===== src/rtl/fir_ctrl_fsm.sv =====
// fir_ctrl_fsm: sequencing controller for the FIR buffer/multiplier/accumulator chain.
// Latency: result valid N_TAPS+3+MUL_LAT cycles after the input handshake; probka_ready only in IDLE.
// Backpressure: holds the result in OUT until wynik_ready; optional FIR_SAMPLE_CNT_EN adds licznik_probek.
module fir_ctrl_fsm #(
  parameter int N_TAPS  = 16,
  parameter int ADDR_W  = 4,
  parameter int MUL_LAT = 1
) (
  input  logic              clk_b,
  input  logic              rst,
  input  logic              probka_valid,
  output logic              probka_ready,
  output logic              FSM_wr_probka,
  output logic [ADDR_W-1:0] FSM_adr_probki,
  output logic [ADDR_W-1:0] FSM_adr_wsp,
  output logic              FSM_reset_Acc,
  output logic              FSM_Acc_en,
  output logic              FSM_Acc_zapis,
  output logic              wynik_valid,
`ifdef FIR_SAMPLE_CNT_EN
  output logic [15:0]       licznik_probek,
`endif
  input  logic              wynik_ready
);

  typedef enum logic [2:0] {
    S_IDLE,
    S_LOAD,
    S_MAC,
    S_DRAIN,
    S_SAVE,
    S_OUT
  } state_t;

  localparam logic [ADDR_W-1:0] LAST_IDX   = ADDR_W'(N_TAPS - 1);
  // Only compared while in DRAIN, which is never entered when MUL_LAT is 0.
  localparam logic [1:0]        LAST_DRAIN = 2'(MUL_LAT - 1);

  state_t            state, state_nxt;
  logic [ADDR_W-1:0] wr_ptr;     // slot that the next sample is written to
  logic [ADDR_W-1:0] rd_ptr;     // sample address for the current tap, walks backwards
  logic [ADDR_W-1:0] tap_k;      // coefficient index
  logic [1:0]        drain_cnt;
  logic              mac_issue;

  assign mac_issue = (state == S_MAC);

  // State register.
  always_ff @(posedge clk_b) begin
    if (rst) state <= S_IDLE;
    else     state <= state_nxt;
  end

  // Next-state decode; inputs only steer transitions, never outputs.
  always_comb begin
    state_nxt = state;
    case (state)
      S_IDLE:  if (probka_valid) state_nxt = S_LOAD;
      S_LOAD:  state_nxt = S_MAC;
      S_MAC:   if (tap_k == LAST_IDX) state_nxt = (MUL_LAT == 0) ? S_SAVE : S_DRAIN;
      S_DRAIN: if (drain_cnt == LAST_DRAIN) state_nxt = S_SAVE;
      S_SAVE:  state_nxt = S_OUT;
      S_OUT:   if (wynik_ready) state_nxt = S_IDLE;
      default: state_nxt = S_IDLE;
    endcase
  end

  // Address counters: rd_ptr decrements with an explicit wrap so N_TAPS need not be a power of two,
  // and both counters stop on the last tap so DRAIN keeps showing the final addresses.
  always_ff @(posedge clk_b) begin
    if (rst) begin
      wr_ptr    <= '0;
      rd_ptr    <= '0;
      tap_k     <= '0;
      drain_cnt <= '0;
    end else begin
      case (state)
        S_LOAD: begin
          rd_ptr <= wr_ptr;
          tap_k  <= '0;
        end
        S_MAC: begin
          drain_cnt <= '0;
          if (tap_k != LAST_IDX) begin
            tap_k  <= tap_k + 1'b1;
            rd_ptr <= (rd_ptr == '0) ? LAST_IDX : rd_ptr - 1'b1;
          end
        end
        S_DRAIN: drain_cnt <= drain_cnt + 1'b1;
        S_SAVE:  wr_ptr <= (wr_ptr == LAST_IDX) ? '0 : wr_ptr + 1'b1;
        default: ;
      endcase
    end
  end

  // Output decode from the registered state and counters.
  always_comb begin
    probka_ready   = 1'b0;
    FSM_wr_probka  = 1'b0;
    FSM_reset_Acc  = 1'b0;
    FSM_Acc_zapis  = 1'b0;
    wynik_valid    = 1'b0;
    FSM_adr_probki = '0;
    FSM_adr_wsp    = '0;
    case (state)
      S_IDLE: probka_ready = 1'b1;
      S_LOAD: begin
        FSM_wr_probka  = 1'b1;
        FSM_reset_Acc  = 1'b1;
        FSM_adr_probki = wr_ptr;
      end
      S_MAC, S_DRAIN: begin
        FSM_adr_probki = rd_ptr;
        FSM_adr_wsp    = tap_k;
      end
      S_SAVE:  FSM_Acc_zapis = 1'b1;
      S_OUT:   wynik_valid = 1'b1;
      default: ;
    endcase
  end

  // Accumulate enable follows the tap issue by the multiplier latency.
  generate
    if (MUL_LAT == 0) begin : g_acc_direct
      assign FSM_Acc_en = mac_issue;
    end else begin : g_acc_pipe
      logic [MUL_LAT-1:0] acc_sr;
      // Shift the issue flag through MUL_LAT stages; cleared on reset so an aborted run leaves no tail.
      always_ff @(posedge clk_b) begin
        if (rst) begin
          acc_sr <= '0;
        end else begin
          acc_sr[0] <= mac_issue;
          for (int j = 1; j < MUL_LAT; j++) acc_sr[j] <= acc_sr[j-1];
        end
      end
      assign FSM_Acc_en = acc_sr[MUL_LAT-1];
    end
  endgenerate

`ifdef FIR_SAMPLE_CNT_EN
  // Count completed result handshakes, wrapping naturally at 16 bits.
  always_ff @(posedge clk_b) begin
    if (rst)                                licznik_probek <= '0;
    else if (state == S_OUT && wynik_ready) licznik_probek <= licznik_probek + 16'd1;
  end
`endif

endmodule

===== config.mk =====
export PLATFORM = sky130hd
export DESIGN_NAME = fir_ctrl_fsm
export DESIGN_NICKNAME = d
export VERILOG_FILES = /design/src/rtl/fir_ctrl_fsm.sv
export SDC_FILE = /design/constraint.sdc
export NUM_CORES = 1
export LEC_CHECK = 0
export CORE_MARGIN = 4
export CORE_UTILIZATION = 35
export CTS_CLUSTER_SIZE = 8
export DETAILED_ROUTE_END_ITERATION = 8
export SLEW_MARGIN = 20
export SYNTH_ARGS = -nofsm -noshare
export SYNTH_HDL_FRONTEND = slang
export SYNTH_SLANG_ARGS = --single-unit

===== constraint.sdc =====
create_clock -name clk_b -period 3 [get_ports clk_b]
set_clock_uncertainty 0.1 [all_clocks]
set_input_delay 0.45 -clock clk_b [delete_from_list [all_inputs] [get_ports clk_b]]
set_output_delay 0.45 -clock clk_b [all_outputs]
set_load 0.03 [all_outputs]

==> impl_metrics.yaml <==
sta:
  worst-slew-pin-transition_ns: 0.652
  period_minus_slack_ns: 2.82
  drv_slew: 0
  fin_setup_tns_ns: 0
  timing.fmax_mhz: 354
  fin_crit_sh_pct: 94.1
  rsz0062_at_grt: "false"
  slew_headroom_pct: 56.4
  hold_viol: 0
  finalSetupViolCount: 0
setup_path:
  cp_slowest_cell: "clkdlybuf4s50_1"
  r2r_setup_slack_ns: 0.95
  cp.required_ns: 2.45
  crit_fanout: 17
  end_kind: "output pin"
  crit_type: "flip-flop to output pin"
  max_stage_delay_ns: 0.67
  worstPathArrival_ns: 2.27
  crit_chain: "nor2b_1 -> and2_1 -> clkdlybuf4s50_1"
  cp-start-kind: "flip-flop"
global_routing:
  grt_max_degree: 18
  overflow: 0
  grt_pass1_wl_um: 4200
  grt_usage_pct: 12.8
  grt_pass1_vias: 903
  antenna_found_initial: 0
logic_synthesis:
  avgSynthCellArea_um2: 7.71
  synth_area_mm2: 0.00107
  ys_ff_latch: 18
  yosysSeqAreaShare_pct: 33.6
  synth-async-reset-ratio_pct: 0
  yosys_most_used_dff: "dfxtp_1"
  ys.warnings.count: 0
  syn_inst: 139
  ys_types: 41
  synth-edff-count: 0
  syn_nets: 147
final_layout:
  antenna_cells: 0
  area_growth_pct: 18.6
  layout.nets: 160
  layout-drive-gt1-share_pct: 7.95
die:
  die_y_um: 63.3
  initial_utilization_pct: 37.9
  ios: 18
  core_mm2: 0.00283
  die-area_mm2: 0.00401
  die_w_um: 63.3
  rows: 19
detailed_routing:
  antenna_left: 0
  num_vias: 977
  first_pass_iters: 4
  detail_route.vias_per_cell: 5.37
  routed_wl_um: 2400
  avgRoutedWirePerCell_um: 13.2
  drt_iter0_drc: 41
  drc: 0
clock_network:
  cts_max_level: 1
  hold_buffers: 0
  root_buffer: "clkbuf_4"
  insertion_delay_ns: 0.29
  clk_pin_slew_ns: 0.11
  clockBufferDepth: 2
  cts_buffers: 3
  cts_tree: "built"
  cts_setup_buffers: 0
  cts_resized: 0
  cts_sinks: 18
power_and_ir_drop:
  power_density_mw_per_mm2: 766
  leakage_uw: 0.000448
  peakVddDrop_v: 0.000286
  power_uw: 973
placed_design:
  place_congestion: 0.813
  hpwl_um: 1720
  port_buffers: 17
min_path:
  hp-class: "flip-flop to flip-flop"
status:
  outcome: "finished, final reports clean"
flow_run:
  drv_cap: 0
-- per-stage QoR --
step / worst slack, ns / utilization (%) / cells / hold WS, ns / instance area (um^2)
3_3_place_gp: 0.568 / 43.6 / 178 / 0.342 / 1230
3_5_place_dp: 0.496 / 43.6 / 178 / 0.351 / 1230
6_report: 0.176 / 44.9 / 182 / 0.362 / 1270
5_1_grt: 0.00906 / 44.9 / 182 / 0.405 / 1270
4_1_cts: 0.168 / 44.9 / 182 / 0.367 / 1270
2_1_floorplan: 1.14 / - / 139 / 0.332 / 1070
-- critical path, delay by kind of cell, from the launching register on --
kind / cells / cell delay, ns
flops: 1 / 0.65
simple gates: 2 / 0.67
buf+inv: 1 / 0.67
-- cell families after synthesis --
group / share of synthesized area, %
AOI/OAI and AO/OA: 23.1
and+or+nand+nor: 28.3
xor gates and xnor gates: 0.818
DFF: 33.6
buffers and inverters: 7.59
muxes: 1.87
adders and majority gates: 4.67
-- cells in the mapped netlist (all sizes together), types with 3 or more instances --
master,instances,share of area [%]
o211ai,3,2.1
clkbuf,7,2.6
and2,4,2.3
o21ai,7,3.6
nand2,13,4.6
ha,4,4.7
dfxtp,18,34
inv,6,2.1
nor3b,3,3.0
a21oi,18,8.8
nor2,17,6.0
buf,3,2.5
or3,4,2.3
nand3,4,1.9
-- per-layer routing --
layer	part of all wire [%]	wire (um)	GRT usage, %	vias to the layer above
met5	0	0	0	-
met4	0.79	19	3.23	0
met3	3.5	84	2.84	2
met2	46	1100	19.8	17
met1	50	1200	17.9	450
li1	-	-	-	508
-- registers in the layout (all words and copies together) (netlist names) --
| register | count |
|---|---|
| tap_k | 4 |
| FSM_Acc_en | 1 |
| drain_cnt | 2 |
| rd_ptr | 4 |
| wr_ptr | 4 |
| state | 3 |
-- final timing paths --
kind,start,to,cells after the start
max,state[1],FSM_adr_wsp[0],3
max reg2reg,state[1],tap_k[3],4
min reg2reg,drain_cnt[0],drain_cnt[0],2
min,drain_cnt[0],drain_cnt[0],2
-- cell usage in the layout, fill, tap and decap left out, drive strengths merged, types with 2 or more instances in the layout --
| cell type | synthesis | final |
|---|---|---|
| a21boi | 2 | 2 |
| a21oi | 18 | 18 |
| a22oi | 2 | 2 |
| a31oi | 2 | 2 |
| and2 | 4 | 4 |
| clkbuf | 7 | 4 |
| clkdlybuf4s50 | 0 | 17 |
| dfxtp | 18 | 18 |
| ha | 4 | 4 |
| inv | 6 | 6 |
| mux2i | 2 | 2 |
| nand2 | 13 | 13 |
| nand2b | 2 | 2 |
| nand3 | 4 | 4 |
| nand3b | 2 | 2 |
| nor2 | 17 | 17 |
| nor3 | 2 | 2 |
| nor3b | 3 | 3 |
| o211ai | 3 | 3 |
| o21ai | 7 | 7 |
| or3 | 4 | 4 |
| or3b | 2 | 2 |
-- layout make-up --
cell class | instances | area (um^2)
multi-input combinational | 104 | 629
fill | 277 | 1560
timing repair buffer | 18 | 178
sequential | 18 | 360
clock buffer | 4 | 36.3
inverter | 7 | 27.5
tap | 31 | 38.8
-- power breakdown --
group,internal (uW),switching (uW),leakage [uW],total [uW]
registers,277,79.3,0.000146,356
logic,186,277,0.000281,464
clock network,73.8,79.1,0.0000210,153
Power figures use the tool's default switching activity.
